**config.mk**
```make
export PLATFORM = sky130hd
export DESIGN_NAME = prod_accumulator
export DESIGN_NICKNAME = d
export VERILOG_FILES = /design/src/rtl/prod_accumulator_pkg.sv /design/src/rtl/acc_adder.sv /design/src/rtl/prod_accumulator.sv
export SDC_FILE = /design/constraint.sdc
export NUM_CORES = 1
export LEC_CHECK = 0
export CAP_MARGIN = 25
export CORE_MARGIN = 2
export CORE_UTILIZATION = 35
export DETAILED_ROUTE_END_ITERATION = 10
export GPL_ROUTABILITY_DRIVEN = 0
export MAX_ROUTING_LAYER = met4
export PLACE_DENSITY = 0.65
export SLEW_MARGIN = 15
export SYNTH_ARGS = -nofsm -noshare
export SYNTH_HDL_FRONTEND = slang
export SYNTH_SLANG_ARGS = --single-unit
```
**constraint.sdc**
```tcl
create_clock -name clk -period 1.6 [get_ports clk]
set_input_delay 0.32 -clock clk [delete_from_list [all_inputs] [get_ports clk]]
set_output_delay 0.32 -clock clk [all_outputs]
set_load 0.01 [all_outputs]
```
**src/rtl/prod_accumulator_pkg.sv**
```systemverilog
// Shared types and default sizing for the product accumulator.
package prod_accumulator_pkg;

  typedef enum logic {
    ACC  = 1'b0,
    HOLD = 1'b1
  } state_t;

  localparam int N_TERMS_DEF = 4;
  localparam int ACC_W_DEF   = 8;

endpackage

```
**src/rtl/acc_adder.sv**
```systemverilog
// Unsigned W-bit adder with carry-out, shared by accumulate and overflow paths.
module acc_adder #(
  parameter int W = 8
) (
  input  logic [W-1:0] a,
  input  logic [W-1:0] b,
  output logic [W-1:0] sum,
  output logic         carry
);

  assign {carry, sum} = {1'b0, a} + {1'b0, b};

endmodule

```
**src/rtl/prod_accumulator.sv**
```systemverilog
// Sums N_TERMS multiplier products into one result and holds it until taken.
// state | meaning
// ACC   | collecting products, in_ready high
// HOLD  | presenting out_sum/out_ovf, out_valid high
module prod_accumulator
  import prod_accumulator_pkg::*;
#(
  parameter int N_TERMS = N_TERMS_DEF,
  parameter int ACC_W   = ACC_W_DEF
) (
  input  logic             clk,
  input  logic             rst,
  input  logic             in_valid,
  output logic             in_ready,
  input  logic [5:0]       in_prod,
  input  logic             flush,
  output logic             out_valid,
  input  logic             out_ready,
  output logic [ACC_W-1:0] out_sum,
  output logic             out_ovf
);

  localparam int CNT_W = $clog2(N_TERMS + 1);
  localparam logic [CNT_W-1:0] LAST = CNT_W'(N_TERMS - 1);

  state_t           state, state_nxt;
  logic [ACC_W-1:0] acc, acc_nxt, add_sum, prod_ext;
  logic [CNT_W-1:0] cnt, cnt_nxt;
  logic             ovf, ovf_nxt, add_carry, accept;

  assign prod_ext = ACC_W'(in_prod);

  acc_adder #(.W(ACC_W)) u_adder (
    .a     (acc),
    .b     (prod_ext),
    .sum   (add_sum),
    .carry (add_carry)
  );

  assign in_ready  = (state == ACC);
  assign out_valid = (state == HOLD);
  assign accept    = in_valid & in_ready;
  assign out_sum   = acc;
  assign out_ovf   = ovf;

  always_ff @(posedge clk) begin
    if (rst) begin
      state <= ACC;
      acc   <= '0;
      cnt   <= '0;
      ovf   <= 1'b0;
    end else begin
      state <= state_nxt;
      acc   <= acc_nxt;
      cnt   <= cnt_nxt;
      ovf   <= ovf_nxt;
    end
  end

  // flush outranks both accept and the output handshake
  always_comb begin
    state_nxt = state;
    acc_nxt   = acc;
    cnt_nxt   = cnt;
    ovf_nxt   = ovf;
    if (flush) begin
      state_nxt = ACC;
      acc_nxt   = '0;
      cnt_nxt   = '0;
      ovf_nxt   = 1'b0;
    end else begin
      case (state)
        ACC: begin
          if (accept) begin
            acc_nxt = add_sum;
            ovf_nxt = ovf | add_carry;
            if (cnt == LAST) begin
              state_nxt = HOLD;
              cnt_nxt   = '0;
            end else begin
              cnt_nxt = cnt + CNT_W'(1);
            end
          end
        end
        HOLD: begin
          if (out_ready) begin
            state_nxt = ACC;
            acc_nxt   = '0;
            cnt_nxt   = '0;
            ovf_nxt   = 1'b0;
          end
        end
        default: state_nxt = ACC;
      endcase
    end
  end

endmodule

```
After elaboration in Yosys (flattened, before gate mapping)

Index checks and enable logic that the tools add are counted.

Memory bits (read-only): 0
Word-level logic and storage cells: 28
Memories: 0
Input port bits: 11
Register bits: 13
Output and inout bits: 11
Bits in latches: 0
Memory bits (writable): 0

Div/mod/pow operators: 0
Add/subtract/negate cells: 2
Magnitude comparators: 0
Bitwise gates (word level): 3
Eq/ne operators: 3
Reduce and logical (&&, ||, !) cells: 2
Shift operators: 0
Multipliers: 0
Mux-type cells: 14

Operators with widths:

| kind                                           | count |
|---|---|
| 2-to-1 mux 8 bit                               | 2 |
| one-hot mux 8 bit (2 select lines)             | 1 |
| adder 8 x 6 -> 9 bit                           | 1 |
| 2-to-1 mux 3 bit                               | 3 |
| one-hot mux 3 bit (2 select lines)             | 1 |
| 2-to-1 mux 1 bit                               | 5 |
| one-hot mux 1 bit (2 select lines)             | 2 |
| adder 3 x 1 -> 3 bit (second input constant)   | 1 |
| == test 3 x 2 -> 1 bit (second input constant) | 1 |
| != test 2 x 1 -> 1 bit (second input constant) | 1 |
| != test 2 bit (second input constant)          | 1 |
| AND reduction 2 bit                            | 1 |
| OR reduction 2 bit                             | 1 |
| AND 1 bit                                      | 1 |
| NOT 1 bit                                      | 1 |
| OR 1 bit                                       | 1 |

Logic depth before layout (Yosys ltp)

Gate-level depths: netlist of the first run.

Depth after elaboration: 4
Mapped depth: 7
Depth with buffers taken out: 7

Cells and area by module

A second synthesis of the first run with hierarchy kept.

Cell total of the unflattened synthesis: 84
Area, all modules: 807.0 µm²

By module, submodules not included:

| module           | cells an instance | area each (µm²) | times used | seq. area each (µm²) |
|---|---|---|---|---|
| prod_accumulator | 42                | 483.0           | 1          | 260.2 |
| acc_adder        | 42                | 324.1           | 1          | 0.0 |

Worst setup path before layout of the first run

OpenSTA, ideal clock, no wires.

Path kind: register -> register
Start: register acc[0], in the netlist out_sum[0]
End: register acc[4], in the netlist out_sum[4]
Period minus slack after synthesis: 1.652 ns
Cell stages (with the launch flop): 8
Setup slack: -0.052 ns
Arrival: 1.536 ns
Path buffers: 0
Data required time: 1.483 ns
Setup time: 0.117 ns
Cell sequence: dfxtp_1 > ha_1 > fa_1 > a21o_2 > a21oi_1 > xnor2_1 > a22oi_1 > nor2_1

Longest elaborated chain between the ends: 3

Ends and longest elaborated chain:

| item                               | RTL line               | source |
|---|---|---|
| from (decl)                        | prod_accumulator.sv:27 | `logic [ACC_W-1:0] acc, acc_nxt, add_sum, prod_ext;` |
| from (signal assigned)             | prod_accumulator.sv:54 | `acc <= acc_nxt;` |
| adder 8 x 6 -> 9 bit               | acc_adder.sv:11        | `assign {carry, sum} = {1'b0, a} + {1'b0, b};` |
| 2-to-1 mux 8 bit                   | prod_accumulator.sv:74 | `if (accept) begin` |
| one-hot mux 8 bit (2 select lines) | prod_accumulator.sv:72 | `case (state)` |

Every way passes these cells. The select of a mux whose other input is x is not followed.
A chain may end at the register's enable or synchronous reset.

Worst setup path after layout of the first run

Start: input in_prod[5]
End: register acc[6], in the netlist out_sum[6]

Longest elaborated chain between the ends: 3

Ends and longest elaborated chain:

| item                               | RTL line               | source |
|---|---|---|
| from (decl)                        | prod_accumulator.sv:15 | `input logic [5:0] in_prod,` |
| adder 8 x 6 -> 9 bit               | acc_adder.sv:11        |  |
| 2-to-1 mux 8 bit                   | prod_accumulator.sv:74 |  |
| one-hot mux 8 bit (2 select lines) | prod_accumulator.sv:72 |  |

Every way passes these cells. The select of a mux whose other input is x is not followed.

==> metrics list, run 1 <==
* Max rail drop VDD: 0.426 mV
- For the worst setup path, the data required time is 1800 ps.
- Clock tree from TritonCTS: done
* Power per cell area: 612 nW/µm²
- Wire length of the first global-routing pass: 2930 µm
- The pre-antenna-repair detailed-routing pass consisted of 4 iterations.
- The mapped netlist covers 718 µm².
* Post-Route Setup TNS: -3.23 ps
- Number of synthesized register bits: 13
- Setup violations remaining at the end of the flow were counted as 1.
* Largest area contributor in the netlist: sky130_fd_sc_hd__dfxtp_1
- Switching power: 182 µW
- Worst hold-check path type: reg2reg
- Per report_power, the sequential group accounts for 47.8% of the total.
- Summed over all cells, the static leakage comes to 0.556 nW.
- Final WS setup: -3.23 ps
- The detail route stage leaves a number of antenna-violating nets equal to 0.
- The worst hold path begins at out_ovf.
* Sequential fraction of the synthesis area: 36.2%
* Max-cap violations: 0
* Mean area per synthesized cell: 9.45 µm²
- Routed wirelength normalized by instance count: 11.5 µm
- Final critical-path required period: 1600 ps
- Slew of the pin with the lowest slew margin: 198 ps
- Source-to-sink clock delay at the later pin of the worst-skew pair: 270 ps
- Detailed placement ended at an HPWL of 1250 µm.
* Overflow left after global routing: 0
* Number of DRC violations after detailed routing: 0
* Critical register-to-register path startpoint: out_sum[0]
* Critical path endpoint category: register
- Number of nets in the finished design: 136
* Post-place setup slack: -510 ps
- Final Cell Area: 1160 µm²
- # fillers: 190
* Number of buffers added by the clock tree synthesis step: 3
* Most instantiated flip-flop cell in the synthesis netlist: sky130_fd_sc_hd__dfxtp_1
- Violations in the final reports: setup timing
- The most critical setup path has its startpoint at in_prod[5].
- Total number of H-tree levels: 1
- Number of port buffers: 21
- Clock share of power: 27.8%
- The run finished, with violations left.
- Count of different cell masters after synthesis: 32
* Clock Root Buffer: sky130_fd_sc_hd__clkbuf_4
* Post-synthesis instance total: 76
- Number of synthesis warnings: 0
- CP Class: in2reg
- Placed instance area: 1060 µm²
- In the final layout, flip-flops and latches occupy 264 µm².
- The number of antenna violations at the first check in global routing is 0.
- Summed over all layers, the routed wires come to 1650 µm.
- Top-area cell type share of the netlist area: 36.2%
- On the final layout, the worst clock skew is 1.17 ps.
* Vert. Die Dim: 49.3 µm
* CTS sink count: 13
* Overall die area: 2430 µm²
* Maximum clock frequency: 0.624 GHz
- After detailed routing, the number of vias per cell comes to 4.83.
* Share of final-layout standard cells stronger than drive strength 1: 30.2%
- Arrival time at the worst endpoint: 1810 ps
* Top fanout value on the critical path: 4
* Sort of element at the start of the critical path: input port
- When the netlist entered floorplanning its net count stood at 95.
- Number of placed I/O pins: 22
- Summing all multi-input logic gate instances after layout gives 492 µm².
* Rows: 16
- Leading cell type in the layout, fill and taps excluded: sky130_fd_sc_hd__buf_4
* Proportion of power drawn by combinational gates: 24.4%
- The initial utilization of the core area, before any placement, comes to 37.0%.
* Internal power consumption: 530 µW
- In this run switching power makes up 25.5% of total power.
* Fin crit share: 100%
- Most frequent cells in the layout: sky130_fd_sc_hd__buf_4, sky130_fd_sc_hd__clkdlybuf4s50_1, sky130_fd_sc_hd__dfxtp_1
- Relative to the synthesized area, the layout overhead comes to 61.8%.
- Global-route usage over all layers: 15.9%
* Final Hold Violating Endpoints: 0
- The number of global-route vias before repair is 703.
- Yosys mapped a number of flops with a built-in enable equal to 0.
- Iteration-0 DRC Markers: 17
- Fraction of synthesis flops using an asynchronous set or reset pin: 0%
- Maximum number of pins on one net before global-route repair: 11
* Floorplan core area: 1940 µm²
- Number of slew-limit violations in the final report: 0
- The die is 49.3 µm wide.
- Number of diodes added for antenna fixing: 0
- Clock slew at reported path FFs: 80 ps
- Summing over every cut layer, the via total after detailed routing is 691.
* RSZ-0062 raised after global routing: true
- Buffers from clock root to sink, at most: 2
* Worst slew margin relative to its limit: 86.7%
- Cells taking the most area after synthesis: sky130_fd_sc_hd__dfxtp_1, sky130_fd_sc_hd__ha_1, sky130_fd_sc_hd__nor2_1, sky130_fd_sc_hd__a22oi_1, sky130_fd_sc_hd__a21oi_1
==> power groups by stage <==
stage,logic (mW),clock network (mW),registers [mW]
after detailed placement,0.161,0,0.346
after CTS,0.173,0.208,0.340
final,0.173,0.198,0.340
after global placement,0.158,0,0.345
after global routing,0.191,0.226,0.342
after floorplan,0.0751,0,0.349
==> flip-flops by register name (all words and copies together), names as in the netlist <==
| name | flops |
|---|---|
| cnt | 3 |
| out_ovf | 1 |
| out_sum | 8 |
| out_valid | 1 |
==> cells in the mapped netlist, types with 2 or more instances <==
master	instances
sky130_fd_sc_hd__nor2_1	9
sky130_fd_sc_hd__and2_1	2
sky130_fd_sc_hd__xnor2_1	2
sky130_fd_sc_hd__a21oi_1	4
sky130_fd_sc_hd__ha_1	7
sky130_fd_sc_hd__a22oi_1	4
sky130_fd_sc_hd__a32o_1	2
sky130_fd_sc_hd__a21o_1	2
sky130_fd_sc_hd__nand3_1	2
sky130_fd_sc_hd__nand2_1	4
sky130_fd_sc_hd__a31oi_1	2
sky130_fd_sc_hd__dfxtp_1	13
sky130_fd_sc_hd__xor2_1	2
sky130_fd_sc_hd__o21ai_0	3
==> critical path: stages <==
cell and delay (ps):
sky130_fd_sc_hd__clkdlybuf4s50_1 400, sky130_fd_sc_hd__ha_1 350, sky130_fd_sc_hd__o2111ai_1 110, sky130_fd_sc_hd__and2_4 150, sky130_fd_sc_hd__or3_1 340, sky130_fd_sc_hd__a21boi_1 120
==> metrics by stage <==
stage               util, %  power [mW]  std cells  hold slack, ps
detailed placement     54.8       0.507        137             476
global route           59.9       0.759        143             512
finish                 59.9       0.711        143             485
CTS                    59.0       0.721        143             493
global placement       54.8       0.503        137             462
floorplan                 -       0.424         76             458
==> per-layer routing <==
layer / vias up / GRT usage [%] / wire length, µm
met5: - / - / 0
li1: 364 / - / -
met1: 302 / 20.5 / 851
met4: 0 / 2.86 / 9
met3: 2 / 5.52 / 110
met2: 23 / 24.1 / 675
==> logic make-up (layout without fill, tap and decap cells) <==
logic type / Yosys count / in the layout / synth area share [%]
buf+inv: 3 / 43 / 2.79
mux: 1 / 1 / 1.39
fa+ha+maj: 8 / 8 / 15.0
compound gates: 24 / 24 / 24.2
simple gates: 23 / 23 / 15.5
flops: 13 / 13 / 36.2
xor+xnor: 4 / 4 / 4.88
==> worst paths after layout <==
path / endpoint / slack (ps) / cells after the start
hold / removal: out_ovf / 480 / 2
setup reg to reg: out_sum[6] / 20 / 7
setup / recovery: out_sum[6] / -3 / 6
hold reg to reg: out_ovf / 480 / 2
==> area by class of cell <==
cell class              count  share of cell area (%)
multi-input cells          60                    42.3
flip-flops and latches     13                    22.7
repair buffers             38                    29.5
inverters                   1                   0.323
well taps                  27                    2.91
clock buffers               4                    2.26
==> what timing repair did <==
item | in CTS | in global routing
resized for setup | 12 | 7
buffers inserted | 2 | 0
endpoints found under the setup margin | 6 | 12
hold buffers | 0 | 0
endpoints found under the hold margin | 0 | 0
pin swaps | 10 | 6
Note: power is estimated with default switching activity, not from simulation.
==> run 2: changes to the inputs <==
--- a/config.mk
+++ b/config.mk
@@ -7,11 +7,11 @@
 export LEC_CHECK = 0
 export CAP_MARGIN = 25
 export CORE_MARGIN = 2
-export CORE_UTILIZATION = 35
+export CORE_UTILIZATION = 40
 export DETAILED_ROUTE_END_ITERATION = 10
 export GPL_ROUTABILITY_DRIVEN = 0
 export MAX_ROUTING_LAYER = met4
-export PLACE_DENSITY = 0.65
+export PLACE_DENSITY = 0.73
 export SLEW_MARGIN = 15
 export SYNTH_ARGS = -nofsm -noshare
 export SYNTH_HDL_FRONTEND = slang
==> run 2 against run 1 <==
Compared with the run above: the run now ends clean; design area is 0.86% higher; cell count shrank 0.70%; non-clock buffer count grew 1; hold slack better by 12 ps; critical path type unchanged; highest routed layer unchanged.
==> metrics list, run 2 (synthesis results as in run 1) <==
* Run status: completed
- The slew at the pin closest to its max-slew limit came to 317 ps (+119 ps).
- The number of antenna violations at the first check in global routing is 0 (unchanged).
- Final core occ: 68.6% (+8.8 points)
- The global-route congestion overflow total came to 0 (unchanged).
* Critical path endpoint category: register
* Detailed Route WL: 1790 µm (+8.5%)
* Overall die area: 2150 µm² (-12%)
- The number of buffers and inverters on the critical path is 1 (unchanged).
- The area occupied by registers came to 268 µm² (+1.4%).
- The number of nets still failing antenna checks after routing is 0 (unchanged).
* Critical register-to-register path startpoint: out_sum[0]
* Via-to-Cell Ratio: 5.06 (+4.6%)
* Top fanout value on the critical path: 4 (unchanged)
* Source-to-sink clock delay at the later pin of the worst-skew pair: 290 ps (+20 ps)
- Worst reg2reg endpoint: out_sum[6]
* Clock Root Buffer: sky130_fd_sc_hd__clkbuf_4
- The global-route usage over all layers is 20.0% (+4.1 points).
- Maximum clock frequency: 0.628 GHz (+0.62%)
- The data required time of the critical path was 1820 ps (+20 ps).
- Worst hold-check path type: reg2reg
* CP Capture Point: out_sum[6]
- First-pass DRT Iterations: 4 (unchanged)
* Multi-input gate area in the final layout: 500 µm² (+1.8%)
- The critical path in this run is classified as in2reg.
* Number of slew-limit violations in the final report: 0 (unchanged)
- Layout overhead on the synthesized area: 63.2%
* Sort of element at the start of the critical path: input port
* Via count: 718 (+3.9%)
* Final count of negative-setup-slack endpoints: 0 (-1)
- Fin crit share: 99.6% (-0.62 points)
- Number of nets in the finished design: 137 (+0.74%)
- The cell row count is 15 (-1).
- CP Depth: 6 (unchanged)
- The power density over the cells was 623 nW/µm² (+1.7%).
- The data arrival time of the critical path came to 1810 ps (about the same).
* Final setup skew: 1.20 ps (+0.0253 ps)
- Floorplan core area: 1710 µm² (-12%)
- Slack of the worst reg-to-reg path: 7 ps (about the same)
- Final critical-path required period: 1590 ps (-9.84 ps)
* Number of global-route vias before repair: 673 (-4.3%)
- The number of maximum-capacitance violations came to 0 (unchanged).
- The clock input transition at the sequential cells of the worst setup and hold paths came to 80 ps (about the same).
- TritonCTS built the clock tree.
* Number of flip-flops in the largest register: 8 (unchanged)
* Cell Chain, Critical Path: clkdlybuf4s50_1 > ha_1 > o2111ai_1 > and2_4 > or3_1 > a21boi_1
* R2R cell count: 7 (unchanged)
- The die width came to 46.4 µm (-5.9%).
- For this design, the slowest cell found on the critical path is sky130_fd_sc_hd__clkdlybuf4s50_1.
- Crit path launch: in_prod[5]
- Number of placed I/O pins: 22 (unchanged)
* Buffers from clock root to sink, at most: 2 (unchanged)
- The number of levels in the clock H-tree came to 1 (unchanged).
* Worst slew margin relative to its limit: 78.9% (-7.8 points)
- The post-route DRC violation count came to 0 (unchanged).
- The setup TNS is 0 ps (+3.23 ps).
- Leading cell type in the layout, fill and taps excluded: sky130_fd_sc_hd__buf_4
- The proportion of layout cells with a drive suffix above 1 is 33.3% (+3.2 points).
- The half-perimeter wire length of the detailed placement result came to 1300 µm (+4.2%).
* RSZ-0062 raised after global routing: true
- # fillers: 139 (-27%)
* Number of diodes added for antenna fixing: 0 (unchanged)
* Final Hold Violating Endpoints: 0 (unchanged)
* Starting Density: 42.1% (+5.1 points)
- The count of port buffers added during placement was 21 (unchanged).
- CP max stage delay: 400 ps (about the same)
* Wire length of the first global-routing pass: 2850 µm (-2.6%)
* CTS hold repair buffers: 0 (unchanged)
- Number of buffers added by the clock tree synthesis step: 3 (unchanged)
- Vert. Die Dim: 46.4 µm (-5.9%)
- The violation count after the first detailed-route iteration came to 21 (+4).
* Routed wirelength normalized by instance count: 12.6 µm (+9.3%)
- CTS sink count: 13 (unchanged)
- The maximum number of pins on one net before global-route repair came to 11 (unchanged).
- Standby leakage power: 0.545 nW (-2.1%)
* Cell class contributing the biggest share of worst-path delay: simple AND/OR/NAND/NOR gates
- In the layout the commonest cells are sky130_fd_sc_hd__buf_4, sky130_fd_sc_hd__clkdlybuf4s50_1, sky130_fd_sc_hd__nor2_1.
* Max rail drop VDD: 0.475 mV (+12%)
run 2: cell type report:
type / instances / share of cell area (%)
Sequential cell: 13 / 22.8
Inverter: 1 / 0.320
Multi-Input combinational cell: 60 / 42.7
Timing Repair Buffer: 39 / 29.2
Tap cell: 25 / 2.67
Clock buffer: 4 / 2.24
run 2: worst min path at each step:
stage / start / end / depth (start not counted)
detailed placement: out_ovf / out_ovf / 2
CTS: out_ovf / out_ovf / 2
floorplan: cnt[1] / cnt[1] / 2
finish: out_ovf / out_ovf / 2
global route: out_ovf / out_ovf / 2
global placement: cnt[1] / cnt[1] / 2
run 2: worst min-delay path, delay by kind of cell, from the launching register on:
| family | cells | cell delay [ps] |
|---|---|---|
| AO/OA/AOI/OAI | 1 | 80 |
| flip-flops | 1 | 330 |
| AND/OR/NAND/NOR | 1 | 50 |
run 2: through the flow:
step / instance area [µm²] / total power [mW] / setup slack, ps / hold WS (ps) / cells
floorplan: 724 / 0.424 / 2.69 / 458 / 76
CTS: 1140 / 0.728 / -46.9 / 494 / 142
global route: 1170 / 0.774 / -31.9 / 510 / 142
detailed placement: 1050 / 0.505 / -512 / 474 / 134
finish: 1170 / 0.730 / 6.61 / 497 / 142
global placement: 1050 / 0.499 / -465 / 469 / 134
run 2: metal layers:
layer,part of all wire (%),track usage [%],routed length (µm)
met4,1.5,8.57,27
met3,5.3,5.88,95
met2,47,32.2,836
met5,0,-,0
met1,46,22.7,827
run 2: report_power, final:
group,switching [mW],internal [mW]
Sequential,0.00848,0.333
Clock,0.114,0.0972
Combinational,0.0756,0.103
run 2: what timing repair did:
item / in CTS / in global routing
setup buffers: 4 / 0
gates resized for setup: 13 / 9
pin swaps: 11 / 5
gates cloned: 0 / 0
setup endpoints to repair: 6 / 12
